$ cat src/rtl/aqf_seq_pkg.sv
// aqf_seq_pkg: shared state encoding, request record and width helper for the
// route sequencer slice.
package aqf_seq_pkg;

    // Storage widths for a registered request; instance parameters must fit.
    localparam int unsigned AQF_SEL_MAX_W = 8;
    localparam int unsigned AQF_LEN_MAX_W = 32;

    // FLUSH keeps its code even in builds without the flush phase.
    typedef enum logic [2:0] {
        IDLE   = 3'd0,
        LOAD   = 3'd1,
        MIX    = 3'd2,
        UNLOAD = 3'd3,
        FLUSH  = 3'd4
    } aqf_seq_state_e;

    typedef struct packed {
        logic [AQF_SEL_MAX_W-1:0] inSel;
        logic [AQF_SEL_MAX_W-1:0] outSel;
        logic [AQF_LEN_MAX_W-1:0] loadLen;
        logic [AQF_LEN_MAX_W-1:0] mixLen;
        logic [AQF_LEN_MAX_W-1:0] unloadLen;
    } aqf_route_req_t;

    // Index width for a port count, never narrower than one bit.
    function automatic int unsigned idxWidth(input int unsigned n);
        return (n > 1) ? $clog2(n) : 1;
    endfunction

endpackage

$ cat src/rtl/aqf_pump_phaser.sv
// aqf_pump_phaser: peristaltic pump phase generator. A one-hot pattern rotates
// left once per enabled cycle; while disabled the output is 0 and the pattern
// holds, so the next activation resumes where the last one stopped.
module aqf_pump_phaser #(
    parameter int unsigned PUMP_PHASES = 3
) (
    input  logic                   clk,
    input  logic                   rst_n,
    input  logic                   en,
    output logic [PUMP_PHASES-1:0] phase
);

    logic [PUMP_PHASES-1:0] phaseQ;

    // Rotate the held pattern only while the pump is driven.
    always_ff @(posedge clk or negedge rst_n) begin
        if (!rst_n) begin
            phaseQ <= PUMP_PHASES'(1);
        end else if (en) begin
            phaseQ <= (phaseQ << 1) | (phaseQ >> (PUMP_PHASES - 1));
        end
    end

    assign phase = en ? phaseQ : '0;

endmodule

$ cat src/rtl/aqf_route_sequencer.sv
// aqf_route_sequencer: timed controller for
// input junction -> PumpA -> Mixer -> PumpC -> output junction.
// Runs LOAD / MIX / UNLOAD for the cycle counts given in each accepted request,
// skipping zero-length phases with no dead cycle.
// Optional macro AQF_FLUSH_EN adds the flush_valve port and a FLUSH phase of
// FLUSH_LEN cycles before completion.
module aqf_route_sequencer
    import aqf_seq_pkg::*;
#(
    parameter int unsigned N_IN        = 5,
    parameter int unsigned N_OUT       = 3,
    parameter int unsigned CNT_W       = 16,
    parameter int unsigned PUMP_PHASES = 3,
    parameter int unsigned FLUSH_LEN   = 64
) (
    input  logic                        clk,
    input  logic                        rst_n,
    input  logic                        req_valid,
    output logic                        req_ready,
    input  logic [idxWidth(N_IN)-1:0]   req_in_sel,
    input  logic [idxWidth(N_OUT)-1:0]  req_out_sel,
    input  logic [CNT_W-1:0]            req_load_len,
    input  logic [CNT_W-1:0]            req_mix_len,
    input  logic [CNT_W-1:0]            req_unload_len,
    input  logic                        abort,
    output logic [N_IN-1:0]             in_valve,
    output logic [N_OUT-1:0]            out_valve,
    output logic [PUMP_PHASES-1:0]      pump_a,
    output logic [PUMP_PHASES-1:0]      pump_c,
    output logic                        mixer_en,
`ifdef AQF_FLUSH_EN
    output logic                        flush_valve,
`endif
    output logic                        busy,
    output logic                        done,
    output logic                        err
);

    aqf_seq_state_e state, nextState;
    logic [CNT_W-1:0] cnt, nextCnt;
    aqf_route_req_t reqQ, nextReq;
    logic doneQ, nextDone, errQ, nextErr;
    logic accept, selOk;
    logic [CNT_W-1:0] lenMix, lenUnload;
    logic chkLoad, chkMix, chkUnload, advance;
    logic enA, enC;
    logic unusedBits;

    assign req_ready = (state == IDLE) && !abort;
    assign accept    = req_valid && req_ready;
    assign selOk     = (32'(req_in_sel) < N_IN) && (32'(req_out_sel) < N_OUT);

    // At acceptance the following phases are judged from the live request.
    assign lenMix    = (state == IDLE) ? req_mix_len    : reqQ.mixLen[CNT_W-1:0];
    assign lenUnload = (state == IDLE) ? req_unload_len : reqQ.unloadLen[CNT_W-1:0];

    assign unusedBits = ^{reqQ, FLUSH_LEN};

    // Next-state, counter and pulse logic; chk* mark which phases may follow.
    always_comb begin
        nextState = state;
        nextCnt   = cnt;
        nextReq   = reqQ;
        nextDone  = 1'b0;
        nextErr   = 1'b0;
        chkLoad   = 1'b0;
        chkMix    = 1'b0;
        chkUnload = 1'b0;
        advance   = 1'b0;

        unique case (state)
            IDLE: begin
                if (accept) begin
                    if (selOk) begin
                        nextReq.inSel     = AQF_SEL_MAX_W'(req_in_sel);
                        nextReq.outSel    = AQF_SEL_MAX_W'(req_out_sel);
                        nextReq.loadLen   = AQF_LEN_MAX_W'(req_load_len);
                        nextReq.mixLen    = AQF_LEN_MAX_W'(req_mix_len);
                        nextReq.unloadLen = AQF_LEN_MAX_W'(req_unload_len);
                        chkLoad           = 1'b1;
                        advance           = 1'b1;
                    end else begin
                        nextErr = 1'b1;
                    end
                end
            end
            LOAD: begin
                if (cnt == '0) begin
                    chkMix  = 1'b1;
                    advance = 1'b1;
                end else begin
                    nextCnt = cnt - CNT_W'(1);
                end
            end
            MIX: begin
                if (cnt == '0) begin
                    chkUnload = 1'b1;
                    advance   = 1'b1;
                end else begin
                    nextCnt = cnt - CNT_W'(1);
                end
            end
            UNLOAD: begin
                if (cnt == '0) begin
                    advance = 1'b1;
                end else begin
                    nextCnt = cnt - CNT_W'(1);
                end
            end
            FLUSH: begin
                if (cnt == '0) begin
                    nextState = IDLE;
                    nextDone  = 1'b1;
                end else begin
                    nextCnt = cnt - CNT_W'(1);
                end
            end
            default: begin
                nextState = IDLE;
                nextCnt   = '0;
            end
        endcase

        // Skip straight to the first remaining phase with a non-zero length.
        if (advance) begin
            if (chkLoad && (req_load_len != '0)) begin
                nextState = LOAD;
                nextCnt   = req_load_len - CNT_W'(1);
            end else if ((chkLoad || chkMix) && (lenMix != '0)) begin
                nextState = MIX;
                nextCnt   = lenMix - CNT_W'(1);
            end else if ((chkLoad || chkMix || chkUnload) && (lenUnload != '0)) begin
                nextState = UNLOAD;
                nextCnt   = lenUnload - CNT_W'(1);
            end else begin
`ifdef AQF_FLUSH_EN
                nextState = FLUSH;
                nextCnt   = CNT_W'(FLUSH_LEN - 1);
`else
                nextState = IDLE;
                nextCnt   = '0;
                nextDone  = 1'b1;
`endif
            end
        end

        if (abort && (state != IDLE)) begin
            nextState = IDLE;
            nextCnt   = '0;
            nextDone  = 1'b0;
            nextErr   = 1'b0;
        end
    end

    // State, counter, request record and status pulse registers.
    always_ff @(posedge clk or negedge rst_n) begin
        if (!rst_n) begin
            state <= IDLE;
            cnt   <= '0;
            reqQ  <= '0;
            doneQ <= 1'b0;
            errQ  <= 1'b0;
        end else begin
            state <= nextState;
            cnt   <= nextCnt;
            reqQ  <= nextReq;
            doneQ <= nextDone;
            errQ  <= nextErr;
        end
    end

    // Actuation decoded from the current phase only.
    always_comb begin
        in_valve  = '0;
        out_valve = '0;
        mixer_en  = 1'b0;
        enA       = 1'b0;
        enC       = 1'b0;
`ifdef AQF_FLUSH_EN
        flush_valve = 1'b0;
`endif
        unique case (state)
            LOAD: begin
                for (int unsigned i = 0; i < N_IN; i++) begin
                    in_valve[i] = (reqQ.inSel == AQF_SEL_MAX_W'(i));
                end
                enA = 1'b1;
            end
            MIX: begin
                mixer_en = 1'b1;
            end
            UNLOAD: begin
                for (int unsigned i = 0; i < N_OUT; i++) begin
                    out_valve[i] = (reqQ.outSel == AQF_SEL_MAX_W'(i));
                end
                enC = 1'b1;
            end
            FLUSH: begin
`ifdef AQF_FLUSH_EN
                flush_valve = 1'b1;
                out_valve   = '1;
                enA         = 1'b1;
                enC         = 1'b1;
`endif
            end
            default: begin
            end
        endcase
    end

    assign busy = (state != IDLE);
    assign done = doneQ;
    assign err  = errQ;

    aqf_pump_phaser #(.PUMP_PHASES(PUMP_PHASES)) uPumpA (
        .clk   (clk),
        .rst_n (rst_n),
        .en    (enA),
        .phase (pump_a)
    );

    aqf_pump_phaser #(.PUMP_PHASES(PUMP_PHASES)) uPumpC (
        .clk   (clk),
        .rst_n (rst_n),
        .en    (enC),
        .phase (pump_c)
    );

endmodule

$ cat config.mk
export PLATFORM = sky130hd
export DESIGN_NAME = aqf_route_sequencer
export DESIGN_NICKNAME = d
export VERILOG_FILES = /design/src/rtl/aqf_seq_pkg.sv /design/src/rtl/aqf_pump_phaser.sv /design/src/rtl/aqf_route_sequencer.sv
export SDC_FILE = /design/constraint.sdc
export NUM_CORES = 1
export LEC_CHECK = 0
export ABC_AREA = 1
export BUFFER_PORTS_ARGS = -buffer_cell sky130_fd_sc_hd__buf_2
export CORE_MARGIN = 10
export CORE_UTILIZATION = 45
export CTS_CLUSTER_SIZE = 14
export DETAILED_ROUTE_END_ITERATION = 8
export GPL_TIMING_DRIVEN = 0
export HOLD_SLACK_MARGIN = 0.1
export PLACE_DENSITY = 0.68
export RECOVER_POWER = 100
export SLEW_MARGIN = 5
export SYNTH_ARGS = -nofsm -noshare
export SYNTH_HDL_FRONTEND = slang
export SYNTH_SLANG_ARGS = --single-unit
$ cat constraint.sdc
create_clock -name clk -period 2.25 [get_ports clk]
set_input_delay 0 -clock clk [delete_from_list [all_inputs] [get_ports clk]]
set_output_delay 0 -clock clk [all_outputs]
set_load 0.02 [all_outputs]
[Yosys cells after proc, flatten, opt, wreduce, memory -nomap -nowiden]
Index checks and enable logic that the tools add are counted.
Word-level totals
  flip-flop bits (word level): 64
  bits in latches: 0
  bits in writable memories: 0
  memory bits (read-only): 0
  bits of input ports: 57
  output and inout port bits: 19
  word-level logic and storage cells: 96
  memories kept: 0
Operators by class
  add/sub/neg operators: 4
  multiply operators: 0
  divide/modulo/power cells: 0
  $lt $le $gt $ge: 2
  equal/unequal tests: 14
  shifts and indexed selects: 0
  muxes and demuxes: 40
  bitwise logic cells: 2
  reductions and logical operators: 24
Operators by type and width (count)
  two-way mux 16 bit: 8
  subtractor 16 x 1 -> 16 bit, second input constant: 4
  nonzero test 16 bit: 3
  case mux 16 bit (2 select lines): 1
  two-way mux 1 bit: 19
  two-way mux 3 bit: 6
  zero test 16 bit: 1
  zero test 8 bit: 2
  == test 3 x 2 -> 1 bit, second input constant: 4
  OR reduction 4 bit: 2
  logical AND 1 bit: 7
  == test 3 x 1 -> 1 bit, second input constant: 2
  == test 3 bit, second input constant: 2
  two-way mux 2 bit: 3
  bitwise OR 3 x 1 -> 3 bit: 2
  case mux 3 bit (2 select lines): 1
  two-way mux 5 bit: 1
  inequality test 4 x 3 -> 1 bit, second input constant: 1
  inequality test 4 bit, second input constant: 1
  AND reduction 2 bit: 2
  zero test 3 bit: 1
  less-than comparator 3 bit, second input constant: 1
  inequality test 3 x 1 -> 1 bit, second input constant: 1
  inequality test 3 x 2 -> 1 bit, second input constant: 1
  other kinds (9): 10

[Depth between registers and ports, before layout]
  depth in word-level cells: 13
  mapped depth: 21
  depth with buffers taken out: 19

[Cells and area by module]
A second synthesis with hierarchy kept.
Unflattened totals
  cells, all modules: 803
  area, all modules: 4992.3 um^2
By module, submodules not included
  aqf_route_sequencer: times used 1, cells each 771, area each 4742.0 um^2, seq. area each 1426.4 um^2
  aqf_pump_phaser: times used 2, cells each 16, area each 125.1 um^2, seq. area each 76.3 um^2

[Least setup slack after synthesis]
OpenSTA, ideal clock, no wires.
  kind: reg-to-reg
  from: register state[0]
  to: register cnt[10]
  arrival: 2.346 ns
  required time: 2.184 ns
  path slack: -0.162 ns
  cell stages (with the launch flop): 20
  path buffers: 2
  path through: dfrtp_1 > inv_1 > ha_1 > buf_6 > buf_6 > nand2_1 > o21ai_2 > ha_1 > nand3_1 > nor2_4 > nand3_2 > nor2_2 > nor2_4 > nor2_4 > nand2_1 > nand3_1 > nand2_1 > nand2_1 > nand2_1 > nand2_1
On the way
  longest elaborated chain between the ends: 13
  elaborated cells between the ends (all ways): 36
  those cells by class: 2 x add/sub; 6 x eq/ne; 13 x mux; 15 x reduce/logical
Ends and longest elaborated chain
  from (decl): line aqf_route_sequencer.sv:39  | aqf_seq_state_e state, nextState;
  from (signal assigned): line aqf_route_sequencer.sv:164  | state <= nextState;
  branches (longest 13 deep; another with subtractor 16 x 1 -> 16 bit)
  to (signal assigned): line aqf_route_sequencer.sv:165  | cnt <= nextCnt;
  to (decl): line aqf_route_sequencer.sv:40  | logic [CNT_W-1:0] cnt, nextCnt;
Parallel ways; which one is timed is not known.
A chain may end at the register's enable or synchronous reset.

[Final worst setup path]
  from: register state[1]
  to: register cnt[8]
The elaborated chain is that of the path after synthesis.

==> results.py <==
metrics = {
    "clock_network": {
        "cts_tree": "built",
        "cts_root_buf": "clkbuf_16",
        "htree_levels": 3,
        "clkLatencyLatePin_ns": 0.35,
        "cts_buffer_depth": 2,
        "clk_pin_slew_ns": 0.06,
        "cts_buffers": 9,
        "cts_sinks": 63,
    },
    "global_route": {
        "grt_max_degree": 64,
        "grt.overflow.total": 0,
        "grt_usage": 0.216,
        "antenna_found_initial": 0,
        "grt_pass1_vias": 5882,
        "grt_first_pass_wirelength_mm": 28.9,
    },
    "floorplan": {
        "die_w_um": 129,
        "num_rows": 39,
        "core_area_sq_um": 11500,
        "initial_core_util": 0.462,
        "die-area_sq_um": 16500,
        "die_h_um": 129,
        "io-pin-count": 76,
    },
    "layout": {
        "drive_above_1_share": 0.261,
        "syn_to_final_growth_pct": 45.5,
        "final_cell_mix": "nand2_1, inv_1, buf_2, nor2_1, dfrtp_1",
        "layout_commonest_cell": "nand2_1",
        "diodes": 0,
        "nNetsFinal": 1118,
    },
    "logic_synthesis": {
        "synth_cell_type_count": 38,
        "async_flop_share": 1.00,
        "ys_ff_latch": 63,
        "ys_seq_area_frac": 0.298,
        "yosys_warnings": 0,
        "synth_nets": 939,
        "synth_ff_type": "dfrtp_1",
        "synth_edf_count": 0,
        "syn_inst": 874,
        "syn_avg_cell_area_sq_um": 6.06,
        "synth.cell_area_sq_um": 5300,
    },
    "drt": {
        "drt-initial-drc-count": 480,
        "drc": 0,
        "vias": 6139,
        "wirelength_mm": 18.6,
        "wl_per_cell_um": 15.5,
        "viasPerCell": 5.11,
        "first_pass_iters": 5,
        "ant_nets": 0,
    },
    "setup_path": {
        "rrSetupSlack_ns": -0.29,
        "required_ns": 2.53,
        "worstPathArrival_ns": 2.83,
        "startpoint": "state[1]",
        "r2r_cells": 17,
        "r2r_start": "state[1]",
        "crit_type": "register to register",
        "worstPathMaxFanout": 8,
        "timing.rr.end": "cnt[8]",
        "critPathCapture": "cnt[8]",
        "crit_path_start_kind": "register",
        "cp-end-kind": "register",
    },
    "placed_design": {
        "io_buffers": 75,
        "post-place-ws_ns": -0.530,
        "dp_hpwl_mm": 12.6,
        "gp_routability_congestion": 0.914,
    },
    "power": {
        "power_density_nw_per_um2": 1210,
        "seqPwrFrac": 0.207,
        "pwr-share-comb": 0.601,
        "clockPowerShare": 0.192,
        "ir_worst_vdd_uv": 875,
        "power_switching_w": 0.00429,
        "intPower_w": 0.00502,
        "p_leak_nw": 4.00,
        "switching_share": 0.461,
    },
    "status": {
        "violations": "max-capacitance violations, max-slew violations, negative setup slack",
        "outcome": "finished, violations left",
    },
    "job": {
        "drv_cap": 1,
    },
    "sta": {
        "hold_violations": 0,
        "finalWorstSetupSlack_ns": -0.294,
        "slew_headroom": -0.109,
        "fin_crit_sh": 1.13,
        "setup_tns_ns": -3.20,
        "fin_skew_ns": 0.00616,
        "rsz0062_at_grt": "yes",
        "setup_viol": 16,
        "max_freq_mhz": 393,
        "worst_pin_slew_ns": 1.66,
        "min_period_ns": 2.54,
        "drv_slew": 64,
    },
    "min_path": {
        "hold_path.class": "primary input to register",
    },
}
metrics by stage:
stage,cell area [sq um],utilization,cells,hold slack (ns),total power [W]
4_1_cts,7220,0.629,1178,0.102,0.00872
6_report,7710,0.673,1201,0.105,0.00932
2_1_floorplan,5380,-,874,-0.296,0.00497
3_3_place_gp,5930,0.517,1092,0.218,0.00607
5_1_grt,7710,0.673,1201,0.137,0.00998
3_5_place_dp,5960,0.520,1093,0.0320,0.00611
registers in the layout, summed over array words and instances, names as in the netlist:
register and count:
state 2, uPumpA.phaseQ 3, err 1, cnt 16
reqQ 37, uPumpC.phaseQ 3, done 1
metal layers:
metal / share of wire / vias up / track usage
met5: 0 / - / 0
met1: 0.41 / 2796 / 0.249
met2: 0.48 / 219 / 0.367
li1: - / 3066 / -
met4: 0.043 / 0 / 0.0963
met3: 0.066 / 58 / 0.0595
cell usage after synthesis (2+ instances only):
cell      count  area, sq um
a21oi_1      25          125
a31oi_1       2         12.5
buf_1         2         7.51
buf_2         6         30.0
buf_6         8         90.1
clkbuf_1      7         26.3
dfrtp_1      61         1530
dfstp_2       2         52.6
ha_1          8          100
inv_1        91          342
inv_2         5         18.8
nand2_1     389         1460
nand2_2       4         25.0
nand3_1      46          230
nand3_2       2         20.0
nand3b_1      2         15.0
nand4_1       5         31.3
nor2_1       78          293
nor2_2        6         37.5
nor2_4        6         67.6
nor3_1       12         60.1
nor4_1        3         18.8
o21ai_0      42          210
o21ai_1       6         30.0
o21ai_2       2         17.5
o221ai_1      2         17.5
or2_2         6         37.5
xnor2_1       6         52.6
xor2_1       31          272
how the worst min path moves through the flow:
stage | from | endpoint | cells after the start
finish | req_load_len[13] | cnt[13] | 7
global route | req_load_len[15] | cnt[15] | 7
CTS | req_load_len[13] | cnt[13] | 7
detailed placement | rst_n | reqQ[105] | 2
global placement | req_out_sel[0] | reqQ[96] | 3
floorplan | rst_n | cnt[0] | 0
layout make-up:
type                       instances  area, sq um
sequential                        63         1580
tap                              143          179
clock inverter                     5          128
clock buffer                      11          253
inverter                          97          390
fill                             965         3750
buffer                            24          223
multi-input combinational        691         3710
timing repair buffer             167         1250
repair_timing:
action	in CTS	in global routing
hold buffers	43	0
setup buffers	24	22
pin swaps	20	17
endpoints found under the hold margin	104	0
endpoints found under the setup margin	46	31
cloned	2	1
gates resized for setup	55	94
cells by family after synthesis:
group	count (synthesis)	share of synthesized area
adders and majority gates	8	0.0189
DFF	63	0.298
and+or+nand+nor	561	0.438
AOI/OAI and AO/OA	84	0.0850
buffers and inverters	121	0.0992
xor gates and xnor gates	37	0.0611
power groups by stage:
| stage | combinational [W] | clock (W) | sequential, W |
|---|---|---|---|
| after floorplan | 0.00312 | 0 | 0.00185 |
| after global placement | 0.00415 | 0 | 0.00192 |
| after detailed placement | 0.00419 | 0 | 0.00192 |
| after CTS | 0.00499 | 0.00182 | 0.00191 |
| after global routing | 0.00614 | 0.00186 | 0.00198 |
| final | 0.00560 | 0.00179 | 0.00192 |
critical path, stage by stage (launching register included):
cell     delay [ns]
dfrtp_1        0.36
inv_2          0.06
ha_4           0.19
buf_12         0.15
buf_12         0.14
o21ai_4        0.18
ha_4           0.17
nand3_4        0.07
nor2_4         0.18
nand3_4        0.11
buf_4          0.15
buf_4          0.12
xor2_1         0.14
o22ai_1        0.17
nand2_1        0.12
nand2_1        0.07
nand2_1        0.05
nand2_1        0.05
Power figures use the tool's default switching activity.
